## config.mk

```make
export PLATFORM = sky130hd
export DESIGN_NAME = pp_accum_flat
export DESIGN_NICKNAME = d
export VERILOG_FILES = /design/src/rtl/pp_accum_pkg.sv /design/src/rtl/pp_accum_if.sv /design/src/rtl/pp_accum_shift_add.sv /design/src/rtl/pp_accum.sv /design/src/flat_wrapper.sv
export SDC_FILE = /design/constraint.sdc
export NUM_CORES = 1
export LEC_CHECK = 0
export ABC_AREA = 1
export CORE_ASPECT_RATIO = 0.9
export CORE_MARGIN = 2
export CORE_UTILIZATION = 61
export CTS_CLUSTER_SIZE = 14
export DETAILED_ROUTE_END_ITERATION = 8
export PLACE_DENSITY = 0.86
export SLEW_MARGIN = 10
export SYNTH_ARGS = -nofsm -noshare
export SYNTH_HDL_FRONTEND = slang
export SYNTH_HIERARCHICAL = 1
export SYNTH_SLANG_ARGS = --single-unit
```

## constraint.sdc

```tcl
create_clock -name clk -period 4.5 [get_ports clk]
set_clock_uncertainty 0.1 [all_clocks]
set_input_delay 1.35 -clock clk [delete_from_list [all_inputs] [get_ports clk]]
set_output_delay 1.35 -clock clk [all_outputs]
set_load 0.02 [all_outputs]
```

## src/rtl/pp_accum_pkg.sv

```systemverilog
// Shared constants and state encoding for the radix-4 Booth partial-product accumulator.
package pp_accum_pkg;

    localparam int PP_W       = 16;
    localparam int NUM_PP     = 4;
    localparam int SHIFT_STEP = 2;
    localparam int CNT_W      = (NUM_PP > 1) ? $clog2(NUM_PP) : 1;

    typedef enum logic [1:0] {
        ST_IDLE = 2'd0,
        ST_ACC  = 2'd1,
        ST_DONE = 2'd2
    } state_t;

endpackage

```

## src/rtl/pp_accum_if.sv

```systemverilog
// Beat handshake and product result bundle between the partial-product source and the accumulator.
interface pp_accum_if;
    import pp_accum_pkg::*;

    logic            abort;
    logic [PP_W-1:0] pp_in;
    logic            pp_valid;
    logic            pp_ready;
    logic [PP_W-1:0] product;
    logic            prod_valid;
    logic            busy;

    modport master (
        output abort, pp_in, pp_valid,
        input  pp_ready, product, prod_valid, busy
    );

    modport slave (
        input  abort, pp_in, pp_valid,
        output pp_ready, product, prod_valid, busy
    );

endinterface

```

## src/rtl/pp_accum_shift_add.sv

```systemverilog
// Combinational weight-and-add: aligns the current partial product to its radix-4 position and adds it.
module pp_shift_add
    import pp_accum_pkg::*;
(
    input  logic [PP_W-1:0]  pp_in,
    input  logic [CNT_W-1:0] cnt,
    input  logic [PP_W-1:0]  acc,
    output logic [PP_W-1:0]  term,
    output logic [PP_W-1:0]  acc_next
);

    // Bits shifted past the product width are dropped; the sum wraps modulo 2^PP_W.
    always_comb begin
        term     = pp_in << (SHIFT_STEP * int'(cnt));
        acc_next = acc + term;
    end

endmodule

```

## src/rtl/pp_accum.sv

```systemverilog
// Serial partial-product accumulator: folds NUM_PP shifted beats into one product and strobes it.
//
//   state   | meaning
//   --------+-----------------------------------------------------------
//   ST_IDLE | no beat of the current product accepted yet; acc=0, cnt=0
//   ST_ACC  | 1..NUM_PP-1 beats accepted, waiting for the next beat
//   ST_DONE | product just updated; prod_valid high, beats refused
module pp_accum
    import pp_accum_pkg::*;
(
    input  logic        clk,
    input  logic        clr_n,
    pp_accum_if.slave   bus
);

    state_t             state_q, state_d;
    logic [CNT_W-1:0]   cnt_q, cnt_d;
    logic [PP_W-1:0]    acc_q, acc_d;
    logic [PP_W-1:0]    product_q, product_d;
    logic               prod_valid_q, prod_valid_d;
    logic [PP_W-1:0]    term;
    logic [PP_W-1:0]    acc_next;
    logic               pp_ready;
    logic               accept;
    logic               last_beat;

    pp_shift_add u_shift_add (
        .pp_in    (bus.pp_in),
        .cnt      (cnt_q),
        .acc      (acc_q),
        .term     (term),
        .acc_next (acc_next)
    );

    // Ready depends on state alone so the upstream never sees a combinational path from abort/valid.
    assign pp_ready  = (state_q != ST_DONE);
    assign accept    = bus.pp_valid && pp_ready;
    assign last_beat = (cnt_q == CNT_W'(NUM_PP - 1));

    // Next-state and datapath updates; abort outranks a same-cycle accept outside DONE.
    always_comb begin
        state_d      = state_q;
        cnt_d        = cnt_q;
        acc_d        = acc_q;
        product_d    = product_q;
        prod_valid_d = 1'b0;

        case (state_q)
            ST_IDLE: begin
                if (bus.abort) begin
                    cnt_d = '0;
                    acc_d = '0;
                end else if (accept) begin
                    acc_d   = term;
                    cnt_d   = CNT_W'(1);
                    state_d = ST_ACC;
                end
            end
            ST_ACC: begin
                if (bus.abort) begin
                    cnt_d   = '0;
                    acc_d   = '0;
                    state_d = ST_IDLE;
                end else if (accept) begin
                    if (last_beat) begin
                        product_d    = acc_next;
                        prod_valid_d = 1'b1;
                        acc_d        = '0;
                        cnt_d        = '0;
                        state_d      = ST_DONE;
                    end else begin
                        acc_d = acc_next;
                        cnt_d = cnt_q + 1'b1;
                    end
                end
            end
            ST_DONE: begin
                state_d = ST_IDLE;
            end
            default: begin
                cnt_d   = '0;
                acc_d   = '0;
                state_d = ST_IDLE;
            end
        endcase
    end

    // State and datapath registers; reset clears everything, including any half-built product.
    always_ff @(posedge clk or negedge clr_n) begin
        if (!clr_n) begin
            state_q      <= ST_IDLE;
            cnt_q        <= '0;
            acc_q        <= '0;
            product_q    <= '0;
            prod_valid_q <= 1'b0;
        end else begin
            state_q      <= state_d;
            cnt_q        <= cnt_d;
            acc_q        <= acc_d;
            product_q    <= product_d;
            prod_valid_q <= prod_valid_d;
        end
    end

    assign bus.pp_ready   = pp_ready;
    assign bus.product    = product_q;
    assign bus.prod_valid = prod_valid_q;
    assign bus.busy       = (state_q == ST_ACC) || (state_q == ST_DONE);

endmodule
```

## src/flat_wrapper.sv

```systemverilog
// flat-port wrapper written by rule: the top's interface ports become plain ports
module pp_accum_flat import pp_accum_pkg::*;
  (clk, clr_n, bus_abort, bus_pp_in, bus_pp_valid, bus_pp_ready, bus_product, bus_prod_valid, bus_busy);
  pp_accum_if bus_i ();
  input  logic clk;
  input  logic clr_n;
  input wire logic [$bits(bus_i.abort)-1:0] bus_abort;
  input wire logic [$bits(bus_i.pp_in)-1:0] bus_pp_in;
  input wire logic [$bits(bus_i.pp_valid)-1:0] bus_pp_valid;
  output wire logic [$bits(bus_i.pp_ready)-1:0] bus_pp_ready;
  output wire logic [$bits(bus_i.product)-1:0] bus_product;
  output wire logic [$bits(bus_i.prod_valid)-1:0] bus_prod_valid;
  output wire logic [$bits(bus_i.busy)-1:0] bus_busy;
  assign bus_i.abort = bus_abort;
  assign bus_i.pp_in = bus_pp_in;
  assign bus_i.pp_valid = bus_pp_valid;
  assign bus_pp_ready = bus_i.pp_ready;
  assign bus_product = bus_i.product;
  assign bus_prod_valid = bus_i.prod_valid;
  assign bus_busy = bus_i.busy;
  pp_accum u_core (.clk(clk), .clr_n(clr_n), .bus(bus_i));
endmodule
```

Yosys cells after proc, flatten, opt, wreduce, memory -nomap -nowiden

Cells that the tools add are included.

Word-level logic and storage cells: 46
Register bits: 37

Equal/unequal tests: 9
Add/sub/neg operators: 2
Bitwise logic cells: 2
Multiplexer cells: 21
Reduce and logical (&&, ||, !) cells: 6
Shift-type cells: 1

Operator list:

| kind                | number |
|---|---|
| $mux 16             | 5 |
| $pmux 16 s3         | 1 |
| $mux 2              | 9 |
| $add 16x16->16      | 1 |
| $shl 16x3->16       | 1 |
| $ne 3x2->1 const B  | 3 |
| $reduce_and 4->1    | 2 |
| $pmux 2 s3          | 1 |
| $eq 2x2->1 const B  | 2 |
| $mux 1              | 4 |
| $ne 2x2->1 const B  | 2 |
| $pmux 2 s2          | 1 |
| $reduce_and 3->1    | 1 |
| $add 2x1->2 const B | 1 |
| $eq 2x1->1 const B  | 1 |
| $logic_not 2->1     | 1 |
| $ne 2x1->1 const B  | 1 |
| $not 1->1           | 2 |
| $logic_and 1x1->1   | 1 |
| $logic_or 1x1->1    | 1 |

Depth between registers and ports, before layout

Gate-level depths: netlist of run 1.

Depth in word-level cells: 6
Depth in mapped cells: 21

Cells and area by module

The synthesis of run 1 kept the hierarchy.

By module, submodules not included:

| module       | sequential area each (sq um) | cells an instance | area each (sq um) | instances |
|---|---|---|---|---|
| pp_accum     | 925.9                        | 267               | 1,935.6           | 1 |
| pp_shift_add | 0.0                          | 236               | 1,278.7           | 1 |

Least setup slack after synthesis of run 1

OpenSTA, ideal clock, no wires.

Path kind: input-to-reg
From: input bus_pp_in[6]
To: register u_core.acc_q[15]
Required time: 4,284 ps
Slack: 1,428 ps
Data arrival time: 2,856 ps
Path buffers: 0
Library setup time: 116 ps
Stages: 19
Path through: inv_1 > o21ai_0 > nand2_1 > o21ai_0 > ha_1 > nand2_1 > inv_1 > a21oi_1 > nand2_2 > nand2_1 > nand2_1 > nand2_1 > nand2_1 > inv_1 > nor2_1 > nand2_1 > nand2_1 > nand2_1 > nand2_1

Cells in the longest elaborated chain, start to end: 6

Ends and longest elaborated chain:

| element                 | RTL line                 | RTL |
|---|---|---|
| from (decl)             | flat_wrapper.sv:8        | `input wire logic [$bits(bus_i.pp_in)-1:0] bus_pp_in;` |
| $shl 16x3->16           | pp_accum_shift_add.sv:14 | `term = pp_in << (SHIFT_STEP * int'(cnt));` |
| via u_core.term[6]      | pp_accum.sv:21           | `logic [PP_W-1:0] term;` |
| $add 16x16->16          | pp_accum_shift_add.sv:15 | `acc_next = acc + term;` |
| via u_core.acc_next[15] | pp_accum.sv:22           | `logic [PP_W-1:0] acc_next;` |
| $mux 16                 | pp_accum.sv:65           | `if (last_beat) begin` |
| $mux 16                 | pp_accum.sv:64           | `end else if (accept) begin` |
| $mux 16                 | pp_accum.sv:60           | `if (bus.abort) begin` |
| $pmux 16 s3             | pp_accum.sv:48           | `case (state_q)` |
| to (signal assigned)    | pp_accum.sv:93           | `acc_q <= '0;` |
| to (signal assigned)    | pp_accum.sv:99           | `acc_q <= acc_d;` |
| to (decl)               | pp_accum.sv:18           | `logic [PP_W-1:0] acc_q, acc_d;` |

The timed path passes the listed nets, and every way through them passes these cells. The select of a mux whose other input is x is not followed.
A chain may end at the register's enable or synchronous reset.

Worst setup path in the final report of run 1

From: input bus_pp_in[0]
To: register u_core.acc_q[15]

Same word-level chain as after synthesis.

==> results of run 1 <==
-- layout make-up --
type	count	area share, %
timing repair buffer	38	10.22
multi-input combinational	384	51.79
inverter	69	7.325
clock buffer	7	2.351
tap	67	2.283
clock inverter	1	0.8177
sequential	37	25.21
-- sequential cells by signal (all words and copies together), names as in the netlist --
register / cells
u_core/acc_q: 16
u_core/bus.prod_valid: 1
u_core/bus.product: 16
u_core/cnt_q: 2
u_core/state_q: 2
-- layout by cell type, fill, tap and decap left out, types with 2 or more instances in the layout --
cell	count
sky130_fd_sc_hd__a21oi_1	10
sky130_fd_sc_hd__inv_4	2
sky130_fd_sc_hd__inv_1	61
sky130_fd_sc_hd__nand2_1	249
sky130_fd_sc_hd__nor2_1	31
sky130_fd_sc_hd__a22oi_1	3
sky130_fd_sc_hd__nand3_1	12
sky130_fd_sc_hd__nand2_2	14
sky130_fd_sc_hd__or2_1	2
sky130_fd_sc_hd__dfrtp_1	37
sky130_fd_sc_hd__nand3_2	3
sky130_fd_sc_hd__clkdlybuf4s50_1	37
sky130_fd_sc_hd__ha_1	20
sky130_fd_sc_hd__xor2_1	6
sky130_fd_sc_hd__o21ai_0	11
sky130_fd_sc_hd__clkbuf_8	6
sky130_fd_sc_hd__inv_2	5
sky130_fd_sc_hd__nand3b_1	3
sky130_fd_sc_hd__nor3_2	3
sky130_fd_sc_hd__mux2i_1	8
-- metal layers --
| metal | vias to the layer above | wire length (um) | track usage (%) |
|---|---|---|---|
| met2 | 126 | 3403 | 44.35 |
| met4 | 0 | 189 | 12.99 |
| li1 | 1584 | - | - |
| met5 | - | 0 | 0 |
| met3 | 19 | 590 | 4.208 |
| met1 | 1452 | 3571 | 38.51 |
-- cells in the mapped netlist, types with 3 or more instances --
master	n	area, um^2
sky130_fd_sc_hd__inv_2	5	18.77
sky130_fd_sc_hd__nor3_2	3	30.03
sky130_fd_sc_hd__buf_6	6	67.56
sky130_fd_sc_hd__nand2_2	14	87.58
sky130_fd_sc_hd__xor2_1	6	52.55
sky130_fd_sc_hd__dfrtp_1	37	925.9
sky130_fd_sc_hd__ha_1	20	250.2
sky130_fd_sc_hd__a22oi_1	3	22.52
sky130_fd_sc_hd__o21ai_0	11	55.05
sky130_fd_sc_hd__a21oi_1	10	50.05
sky130_fd_sc_hd__buf_2	4	20.02
sky130_fd_sc_hd__mux2i_1	8	80.08
sky130_fd_sc_hd__nor2_1	31	116.4
sky130_fd_sc_hd__nand3_2	3	30.03
sky130_fd_sc_hd__nand2_1	249	934.7
sky130_fd_sc_hd__nand3b_1	3	22.52
sky130_fd_sc_hd__inv_1	61	229.0
sky130_fd_sc_hd__nand3_1	12	60.06
-- metrics by stage --
step | cell area, um^2 | utilization (%)
3_5_place_dp | 3556 | 68.90
4_1_cts | 3672 | 71.15
6_report | 3672 | 71.15
3_3_place_gp | 3556 | 68.90
5_1_grt | 3672 | 71.15
2_1_floorplan | 3214 | -
-- power by group through the flow --
| stage | registers, mW | logic (mW) | clock network [mW] |
|---|---|---|---|
| after CTS | 0.587 | 1.77 | 0.310 |
| after global placement | 0.581 | 1.71 | 0 |
| after global routing | 0.608 | 2.01 | 0.323 |
| after floorplan | 0.620 | 1.29 | 0 |
| final | 0.587 | 1.81 | 0.304 |
| after detailed placement | 0.592 | 1.75 | 0 |
-- logic make-up after synthesis --
group	Yosys count	synth area share, %
adder cells (fa/ha/maj)	21	8.408
AO/OA/AOI/OAI	24	3.970
AND/OR/NAND/NOR	324	42.39
XOR/XNOR	7	1.907
buffers and inverters	82	12.03
flip-flops	37	28.81
multiplexers	8	2.491
-- worst max path at each step --
stage | end | cells past startpoint | from
detailed placement | u_core/acc_q[15] | 20 | bus_pp_in[0]
global route | u_core/acc_q[14] | 19 | bus_pp_in[6]
finish | u_core/acc_q[15] | 20 | bus_pp_in[0]
floorplan | u_core/acc_q[15] | 19 | bus_pp_in[6]
CTS | u_core/acc_q[15] | 20 | bus_pp_in[0]
global placement | u_core/acc_q[11] | 20 | bus_pp_in[0]
-- worst register-to-register path, stage by stage, from the launching register on --
cell and delay (ns):
sky130_fd_sc_hd__dfrtp_1 0.89, sky130_fd_sc_hd__mux2i_1 0.22, sky130_fd_sc_hd__o21ai_0 0.42, sky130_fd_sc_hd__ha_1 0.37
sky130_fd_sc_hd__nand2_1 0.11, sky130_fd_sc_hd__nand2_1 0.07, sky130_fd_sc_hd__a21oi_1 0.15, sky130_fd_sc_hd__nand2_2 0.11
sky130_fd_sc_hd__nand2_1 0.09, sky130_fd_sc_hd__nand2_1 0.05, sky130_fd_sc_hd__nand2_1 0.06, sky130_fd_sc_hd__nand2_1 0.07
sky130_fd_sc_hd__inv_1 0.05, sky130_fd_sc_hd__nor2_1 0.04, sky130_fd_sc_hd__nand2_1 0.11, sky130_fd_sc_hd__nand2_1 0.05
sky130_fd_sc_hd__nand2_1 0.07, sky130_fd_sc_hd__nand2_1 0.06
==> impl_metrics.sql, run 1 <==
INSERT INTO impl_metrics (metric_group, metric, value, unit) VALUES
('clock_network', 'cts.path.max_buffers', '2', ''),
('critical_path', 'worst_setup_path_start_kind', 'input port', ''),
('cells_and_area', 'synthToLayoutAreaGrowth', '14.25', '%'),
('min_path', 'hp-class', 'reg2reg', ''),
('cells_and_area', 'nets', '576', ''),
('cells_and_area', 'ff_latch_area', '925.9', 'um^2'),
('critical_path', 'path_max_fanout', '4', ''),
('clock_network', 'cts.sinks', '37', ''),
('die', 'placeableCoreArea', '0.005161', 'mm^2'),
('die', 'die-height', '72.87', 'um'),
('job', 'cap_viol_max_count', '0', ''),
('sta', 'timing.slew.headroom', '44.01', '%'),
('grt', 'grt_use_total', '28.21', '%'),
('cells_and_area', 'nFillCells', '473', ''),
('drt', 'dr.pass1.iters', '5', ''),
('critical_path', 'worst_r2r_startpoint', 'u_core/cnt_q[0]', ''),
('critical_path', 'crit_path_cell_trace', 'clkdlybuf4s50_1 > inv_1 > nand2_1 > o21ai_0 > o21ai_0 > ha_1 > nand2_1 > inv_1 > a21oi_1 > nand2_2 > nand2_1 > nand2_1 > nand2_1 > nand2_1 > inv_1 > nor2_1 > nand2_1 > nand2_1 > nand2_1 > nand2_1', ''),
('die', 'std_cell_rows', '25', ''),
('sta', 'max_frequency', '0.2678', 'GHz'),
('clock_network', 'numCtsBuffers', '5', ''),
('critical_path', 'cp_top_family', 'simple AND/OR/NAND/NOR gates', ''),
('sta', 'worst_slack', '0.7664', 'ns'),
('yosys', 'synth-seq-cells', '37', ''),
('power_and_ir_drop', 'cell_internal_power_dissipation', '1.314', 'mW'),
('drt', 'via_per_inst', '5.275', ''),
('grt', 'number_of_global_route_vias_before_repair', '2895', ''),
('sta', 'final_hold_viol_count', '0', ''),
('place', 'pre_cts_slack', '0.5173', 'ns'),
('yosys', 'cell_area_after_synthesis', '0.003214', 'mm^2'),
('cells_and_area', 'layout.cells.non_filler', '603', ''),
('place', 'routabilityCongestion', '0.9558', ''),
('power_and_ir_drop', 'report.power.total', '2.699', 'mW'),
('yosys', 'synthCells', '503', ''),
('clock_network', 'cts_tree', 'built', ''),
('yosys', 'syn-num-nets', '544', ''),
('sta', 'finalMaxSlewViolations', '0', ''),
('power_and_ir_drop', 'p_comb_share', '67.0', '%'),
('clock_network', 'clockRootBuffer', 'sky130_fd_sc_hd__clkbuf_8', ''),
('grt', 'global_route.overflow_total', '0', ''),
('power_and_ir_drop', 'ir_drop', '0.3950', 'mV'),
('sta', 'fin_crit_sh', '82.97', '%'),
('place', 'dp_cells', '595', ''),
('die', 'top_level_ports', '39', ''),
('min_path', 'min_to', 'u_core/bus.product[10]', ''),
('critical_path', 'reg2reg_to', 'u_core/acc_q[15]', ''),
('critical_path', 'worstPathBufferInverterCount', '4', ''),
('status', 'outcome', 'completed', ''),
('critical_path', 'critical_path_max_stage_delay', '0.47', 'ns'),
('yosys', 'postSynth.topFlopCell', 'sky130_fd_sc_hd__dfrtp_1', ''),
('sta', 'setup_violations', '0', ''),
('place', 'hpwl', '5.750', 'mm'),
('critical_path', 'critPathCaptureType', 'flop', ''),
('die', 'die_area', '0.005867', 'mm^2'),
('critical_path', 'critPathKind', 'in2reg', ''),
('drt', 'drt_drc_violations_left', '0', ''),
('clock_network', 'cts_max_level', '2', ''),
('drt', 'post_drt_wl_per_cell', '12.86', 'um'),
('power_and_ir_drop', 'switching_share', '51.33', '%'),
('sta', 'min_tclk_post_route', '3.734', 'ns'),
('yosys', 'ys.warnings.count', '6', ''),
('power_and_ir_drop', 'p_seq_share', '21.7', '%'),
('drt', 'ant_nets', '0', ''),
('grt', 'grt_pass1_wl', '12.88', 'mm'),
('critical_path', 'reg2reg_slack', '1.32', 'ns'),
('die', 'die_width', '80.52', 'um'),
('min_path', 'worst_hold_launch', 'u_core/bus.product[10]', ''),
('sta', 'worst_hold_slack', '0.3747', 'ns'),
('drt', 'drt_total_wl', '7.756', 'mm'),
('yosys', 'syn_avg_cell_area', '6.390', 'um^2'),
('critical_path', 'critPathArrivalTime', '3.82', 'ns'),
('yosys', 'yosysSeqAreaShare', '28.80', '%');
Power figures use the tool's default switching activity.
==> inputs of run 2 (changes only) <==
- CORE_UTILIZATION: 61 -> 57
- PLACE_DENSITY: 0.86 -> 0.81
- clock period: 4.5 -> 3.85 ns (I/O delays scaled with it)
==> run 2 against run 1 <==
Net effect: routed wire length rose by 0.34%; global-route usage fell by 1.9 points; sequential power up 15%; first-iteration DRC count decreased by 32%; non-clock buffer count increased by 2; sequential share of layout area decreased by 0.10 points; die area is 6.6% higher; sequential cell count stayed put; cell count increased by 0.33%; critical endpoint is now u_core/acc_q[7]; largest power group unchanged.
==> impl_metrics.sql, run 2 (synthesis gave the netlist of run 1 again) <==
INSERT INTO impl_metrics (metric_group, metric, value, unit) VALUES
('sta', 'timing.slew.headroom', '43.00', '%'),
('place', 'routabilityCongestion', '0.9015', ''),
('power_and_ir_drop', 'netSwitchingPower', '1.614', 'mW'),
('place', 'hpwl', '5.790', 'mm'),
('critical_path', 'path_max_fanout', '4', ''),
('grt', 'antenna_found_initial', '0', ''),
('cells_and_area', 'synthToLayoutAreaGrowth', '14.71', '%'),
('sta', 'setup_violations', '0', ''),
('clock_network', 'worstSkewPairLatency', '0.30', 'ns'),
('critical_path', 'critPathCaptureType', 'flop', ''),
('sta', 'final_hold_viol_count', '0', ''),
('sta', 'max_frequency', '0.2805', 'GHz'),
('power_and_ir_drop', 'ir_drop', '0.4640', 'mV'),
('clock_network', 'ctsResizeCount', '0', ''),
('min_path', 'worst_hold_launch', 'u_core/bus.product[14]', ''),
('job', 'cap_viol_max_count', '0', ''),
('clock_network', 'cts.sinks', '37', ''),
('grt', 'grt_start_max_net_pins', '38', ''),
('status', 'outcome', 'completed', ''),
('sta', 'finalMaxSlewViolations', '0', ''),
('critical_path', 'worst_r2r_startpoint', 'u_core/cnt_q[0]', ''),
('power_and_ir_drop', 'clockPowerShare', '11.4', '%'),
('die', 'die-height', '75.24', 'um'),
('die', 'placeableCoreArea', '0.005349', 'mm^2'),
('power_and_ir_drop', 'switching_share', '51.09', '%'),
('power_and_ir_drop', 'cell_internal_power_dissipation', '1.546', 'mW'),
('clock_network', 'setup_bufs_post_cts', '0', ''),
('clock_network', 'hold_buf_count_cts', '0', ''),
('grt', 'globalRouteMet1Util', '34.76', '%'),
('drt', 'post_drt_wl_per_cell', '12.86', 'um'),
('clock_network', 'cts_tree', 'built', ''),
('grt', 'grtUsageMet2', '44.80', '%'),
('die', 'top_level_ports', '39', ''),
('sta', 'worst_slack', '0.2845', 'ns'),
('clock_network', 'clockRootBuffer', 'sky130_fd_sc_hd__clkbuf_8', ''),
('critical_path', 'critPathLaunch', 'bus_pp_in[0]', ''),
('grt', 'grtUsageMet3', '4.057', '%'),
('grt', 'grt_pass1_wl', '13.15', 'mm'),
('clock_network', 'cts_max_level', '2', ''),
('critical_path', 'worst_setup_path_start_kind', 'input port', ''),
('cells_and_area', 'drive_above_1_share', '7.993', '%'),
('drt', 'num_vias', '3148', ''),
('min_path', 'holdPathStages', '2', ''),
('clock_network', 'cts.path.max_buffers', '2', ''),
('critical_path', 'reg2reg_slack', '0.67', 'ns'),
('min_path', 'hp-class', 'reg2reg', ''),
('power_and_ir_drop', 'p_leak', '2.201', 'nW'),
('drt', 'drt_total_wl', '7.782', 'mm'),
('drt', 'dr.pass1.iters', '5', ''),
('drt', 'ant_nets', '0', ''),
('die', 'die_area', '0.006257', 'mm^2'),
('critical_path', 'timing.critical_path.required', '3.99', 'ns'),
('grt', 'global_route.overflow_total', '0', ''),
('drt', 'drt_first_iter_violations', '193', ''),
('die', 'die_width', '83.16', 'um'),
('power_and_ir_drop', 'p_comb_share', '67.3', '%'),
('power_and_ir_drop', 'powerDensity', '857.0', 'mW/mm^2'),
('critical_path', 'critPathKind', 'in2reg', ''),
('drt', 'via_per_inst', '5.203', ''),
('grt', 'grt_busiest_layer', 'met2', ''),
('cells_and_area', 'antennaDiodeCount', '0', ''),
('sta', 'min_tclk_post_route', '3.566', 'ns'),
('clock_network', 'clkTransAtPathRegs', '0.08', 'ns'),
('die', 'std_cell_rows', '25', ''),
('critical_path', 'reg2reg_to', 'u_core/acc_q[7]', ''),
('grt', 'number_of_global_route_vias_before_repair', '2942', ''),
('grt', 'grt_use_total', '26.29', '%'),
('cells_and_area', 'nets', '578', ''),
('critical_path', 'critPathArrivalTime', '3.70', 'ns'),
('cells_and_area', 'layout.cells.most_common_list', 'sky130_fd_sc_hd__nand2_1, sky130_fd_sc_hd__inv_1, sky130_fd_sc_hd__clkdlybuf4s50_1, sky130_fd_sc_hd__dfrtp_1, sky130_fd_sc_hd__nor2_1', ''),
('cells_and_area', 'final_common_cell', 'sky130_fd_sc_hd__nand2_1', ''),
('sta', 'setup_total_negative_slack', '0', 'ns'),
('power_and_ir_drop', 'p_seq_share', '21.3', '%'),
('place', 'pre_cts_slack', '0.09371', 'ns'),
('sta', 'rsz0062_at_grt', 'false', ''),
('drt', 'drt_drc_violations_left', '0', ''),
('critical_path', 'worstRegToRegCells', '15', ''),
('cells_and_area', 'nFillCells', '488', ''),
('clock_network', 'numCtsBuffers', '5', ''),
('place', 'buffer_ports.inserted', '38', ''),
('sta', 'worst_pin_slew', '0.8551', 'ns'),
('sta', 'fin_crit_sh', '92.61', '%'),
('critical_path', 'cp-endpoint', 'u_core/acc_q[7]', ''),
('die', 'floorplan.initialDensity', '60.09', '%');
==> run 2: worst min-delay path by stage <==
stage,end,slack (ns)
finish,u_core/bus.product[14],0.37
global route,u_core/bus.product[7],0.40
CTS,u_core/bus.product[14],0.38
detailed placement,u_core/bus.product[14],0.36
global placement,u_core/bus.product[3],0.35
floorplan,u_core/acc_q[10],0.35
==> run 2: critical path, cell delays in order <==
cell,delay [ns]
sky130_fd_sc_hd__clkdlybuf4s50_1,0.48
sky130_fd_sc_hd__inv_1,0.05
sky130_fd_sc_hd__nand2_1,0.05
sky130_fd_sc_hd__o21ai_0,0.11
sky130_fd_sc_hd__o21ai_0,0.34
sky130_fd_sc_hd__ha_1,0.34
sky130_fd_sc_hd__nand2_1,0.11
sky130_fd_sc_hd__inv_1,0.06
sky130_fd_sc_hd__a21oi_1,0.17
sky130_fd_sc_hd__nand2_2,0.10
sky130_fd_sc_hd__xor2_1,0.26
sky130_fd_sc_hd__inv_1,0.08
sky130_fd_sc_hd__nor2_1,0.09
sky130_fd_sc_hd__nand2_1,0.07
sky130_fd_sc_hd__nand2_1,0.09
sky130_fd_sc_hd__nand2_1,0.07
sky130_fd_sc_hd__nand2_1,0.08
==> run 2: cell type report <==
cell class	count	area (um^2)	area share, %
Tap cell	67	83.83	2.273
Multi-Input combinational cell	384	1902	51.58
Inverter	69	269.0	7.296
Timing Repair Buffer	40	390.4	10.59
Sequential cell	37	925.9	25.11
Clock inverter	1	30.03	0.8144
Clock buffer	7	86.33	2.341
==> run 2: through the flow <==
stage,std cells,area (um^2),hold slack [ns],utilization [%],power (mW)
floorplan,503,3214,0.3528,-,2.238
global placement,597,3571,0.3523,66.76,2.693
detailed placement,597,3571,0.3580,66.76,2.750
CTS,605,3687,0.3779,68.94,3.124
global route,605,3687,0.4002,68.94,3.474
finish,605,3687,0.3726,68.94,3.160
==> run 2: per-layer routing <==
layer | routed length [um] | vias up | share of wire (%)
met5 | 0 | - | 0
met4 | 133 | 0 | 1.7
met3 | 514 | 18 | 6.6
met2 | 3403 | 126 | 44
met1 | 3731 | 1421 | 48
li1 | - | 1583 | -
==> run 2: power groups by stage <==
stage               combinational, mW  clock [mW]  sequential (mW)
finish                           2.13       0.359            0.674
global route                     2.39       0.380            0.701
CTS                              2.09       0.365            0.673
detailed placement               2.07           0            0.678
global placement                 2.02           0            0.673
floorplan                        1.51           0            0.725
==> inputs of run 3 (changes only) <==
- CORE_UTILIZATION: 57 -> 55
- PLACE_DENSITY: 0.81 -> 0.79
- RECOVER_POWER: unset -> 25
- SLEW_MARGIN: 10 -> 40
==> run 3 against run 2 <==
Net effect: the flow now finishes with violations (max-capacitance violations, max-slew violations); first-iteration DRC count is 7.3% higher; die area rose by 3.5%; combinational power about the same; register-to-register slack about the same; largest cell class unchanged; routed wire length down 0.46%; cell count grew 0.33%; via count down 1.9%; critical endpoint is now u_core/acc_q[15]; design area is 0.44% higher; global-route usage down 0.71 points; setup slack worse by 0.045 ns.
==> impl_metrics.sql, run 3 (synthesis gave the netlist of run 1 again) <==
INSERT INTO impl_metrics (metric_group, metric, value, unit) VALUES
('min_path', 'hp-class', 'reg2reg', ''),
('critical_path', 'critPathArrivalTime', '3.75', 'ns'),
('sta', 'max_frequency', '0.2770', 'GHz'),
('drt', 'num_vias', '3089', ''),
('sta', 'rsz0062_at_grt', 'false', ''),
('sta', 'min_tclk_post_route', '3.610', 'ns'),
('power_and_ir_drop', 'p_seq_share', '21.0', '%'),
('place', 'routabilityCongestion', '0.9597', ''),
('clock_network', 'ctsResizeCount', '0', ''),
('clock_network', 'clkTransAtPathRegs', '0.08', 'ns'),
('power_and_ir_drop', 'p_leak', '2.203', 'nW'),
('grt', 'grt_pass1_wl', '13.55', 'mm'),
('drt', 'dr.pass1.iters', '5', ''),
('critical_path', 'crit_path_cell_trace', 'clkdlybuf4s50_1 > inv_1 > nand2_1 > o21ai_0 > o21ai_0 > ha_1 > nand2_1 > inv_1 > a21oi_1 > nand2_2 > nand2_1 > nand3_1 > nand2_1 > inv_1 > nor2_1 > nand2_1 > nand2_1 > nand2_1 > nand2_1', ''),
('sta', 'setup_total_negative_slack', '0', 'ns'),
('drt', 'drt_drc_violations_left', '0', ''),
('clock_network', 'cts.sinks', '37', ''),
('critical_path', 'critPathCaptureType', 'flop', ''),
('power_and_ir_drop', 'powerDensity', '874.6', 'mW/mm^2'),
('power_and_ir_drop', 'cell_internal_power_dissipation', '1.592', 'mW'),
('die', 'placeableCoreArea', '0.005660', 'mm^2'),
('clock_network', 'cts_tree', 'built', ''),
('place', 'hpwl', '5.732', 'mm'),
('critical_path', 'critPathKind', 'in2reg', ''),
('cells_and_area', 'nets', '577', ''),
('clock_network', 'numCtsBuffers', '5', ''),
('power_and_ir_drop', 'ir_drop', '0.4537', 'mV'),
('cells_and_area', 'antennaDiodeCount', '0', ''),
('drt', 'ant_nets', '0', ''),
('critical_path', 'critical-path-top-cell-by-count', 'sky130_fd_sc_hd__nand2_1', ''),
('job', 'cap_viol_max_count', '1', ''),
('cells_and_area', 'nFillCells', '555', ''),
('critical_path', 'critical_path_max_stage_delay', '0.47', 'ns'),
('sta', 'worst_pin_slew', '1.973', 'ns'),
('cells_and_area', 'final_common_cell', 'sky130_fd_sc_hd__nand2_1', ''),
('drt', 'post_drt_wl_per_cell', '12.76', 'um'),
('clock_network', 'cts.path.max_buffers', '2', ''),
('critical_path', 'cp_top_family', 'simple AND/OR/NAND/NOR gates', ''),
('clock_network', 'setup_bufs_post_cts', '0', ''),
('die', 'die-height', '76.53', 'um'),
('power_and_ir_drop', 'switching_share', '50.84', '%'),
('place', 'dpl_cell_area', '0.003570', 'mm^2'),
('power_and_ir_drop', 'report.power.total', '3.239', 'mW'),
('cells_and_area', 'drive_above_1_share', '7.821', '%'),
('power_and_ir_drop', 'netSwitchingPower', '1.647', 'mW'),
('grt', 'antenna_found_initial', '0', ''),
('grt', 'number_of_global_route_vias_before_repair', '3000', ''),
('critical_path', 'timing.critical_path.required', '3.99', 'ns'),
('critical_path', 'path_max_fanout', '4', ''),
('sta', 'final_hold_viol_count', '0', ''),
('die', 'die_width', '84.58', 'um'),
('critical_path', 'worst_setup_path_start_kind', 'input port', ''),
('power_and_ir_drop', 'p_comb_share', '66.1', '%'),
('drt', 'drt_first_iter_violations', '207', ''),
('sta', 'timing.slew.headroom', '-31.54', '%'),
('grt', 'grt_use_total', '25.58', '%'),
('grt', 'global_route.overflow_total', '0', ''),
('place', 'buffer_ports.inserted', '38', ''),
('drt', 'via_per_inst', '5.089', ''),
('sta', 'fin_crit_sh', '93.77', '%'),
('power_and_ir_drop', 'clockPowerShare', '12.8', '%'),
('die', 'std_cell_rows', '26', ''),
('status', 'violated_checks', 'max-capacitance violations, max-slew violations', ''),
('cells_and_area', 'layout.cells.most_common_list', 'sky130_fd_sc_hd__nand2_1, sky130_fd_sc_hd__inv_1, sky130_fd_sc_hd__clkdlybuf4s50_1, sky130_fd_sc_hd__dfrtp_1, sky130_fd_sc_hd__nor2_1', ''),
('drt', 'drt_total_wl', '7.746', 'mm'),
('sta', 'setup_violations', '0', ''),
('cells_and_area', 'layout.cell_area.non_filler', '0.003704', 'mm^2'),
('clock_network', 'clockRootBuffer', 'sky130_fd_sc_hd__clkbuf_8', ''),
('clock_network', 'worstSkewPairLatency', '0.30', 'ns'),
('status', 'outcome', 'finished with violations', ''),
('critical_path', 'worstPathBufferInverterCount', '4', ''),
('die', 'floorplan.initialDensity', '56.79', '%'),
('die', 'die_area', '0.006472', 'mm^2'),
('grt', 'grt_start_max_net_pins', '38', ''),
('die', 'top_level_ports', '39', ''),
('clock_network', 'hold_buf_count_cts', '0', ''),
('clock_network', 'cts_max_level', '2', ''),
('cells_and_area', 'synthToLayoutAreaGrowth', '15.22', '%'),
('sta', 'finalMaxSlewViolations', '38', ''),
('critical_path', 'crit_path_top_delay_cell', 'sky130_fd_sc_hd__clkdlybuf4s50_1', '');
## run 3: cell type report
cell class              count  area, um^2  share of cell area [%]
clock buffers               5       68.82                   1.858
repair buffers             39       381.6                   10.30
clock inverters             3       68.82                   1.858
flip-flops and latches     37       925.9                   25.00
inverters                  69       269.0                   7.264
multi-input cells         384        1902                   51.35
well taps                  70       87.58                   2.365
## run 3: metrics by stage
step	worst slack, ns	std cells	util (%)	hold WS (ns)
after floorplan	0.9729	503	-	0.3528
after global placement	0.08638	599	63.02	0.3524
after detailed placement	0.03381	599	63.06	0.3578
after CTS	0.3104	607	65.50	0.3785
after global routing	0.07110	607	65.43	0.3954
final	0.2399	607	65.43	0.3733
## run 3: worst paths after layout
path,startpoint,to,slack [ns],cells past startpoint
max in group asynchronous,clr_n,u_core/bus.product[4],1.22,1
worst max-delay path,bus_pp_in[0],u_core/acc_q[15],0.24,19
worst max register to register,u_core/cnt_q[0],u_core/acc_q[15],0.67,16
min in group asynchronous,clr_n,u_core/state_q[1],1.30,1
worst min-delay path,u_core/bus.product[12],u_core/bus.product[12],0.37,2
worst min register to register,u_core/bus.product[12],u_core/bus.product[12],0.37,2
## run 3: worst min-delay path, delay by kind of cell (launching register included)
kind / cells / cell delay [ns]
flops: 1 / 0.35
simple gates: 2 / 0.10
## run 3: per-layer routing
metal	wire (um)	track usage [%]	share of wire, %	vias to the layer above
li1	-	-	-	1586
met1	3744	34.36	48	1389
met2	3469	42.13	45	104
met3	426	4.225	5.5	10
met4	106	8.095	1.4	0
met5	0	0	0	-
## run 3: power by group through the flow
stage | sequential [mW] | clock (mW) | combinational [mW]
2_1_floorplan | 0.725 | 0 | 1.51
6_report | 0.682 | 0.415 | 2.14
3_3_place_gp | 0.677 | 0 | 2.02
4_1_cts | 0.681 | 0.423 | 2.10
3_5_place_dp | 0.688 | 0 | 2.07
5_1_grt | 0.706 | 0.439 | 2.41
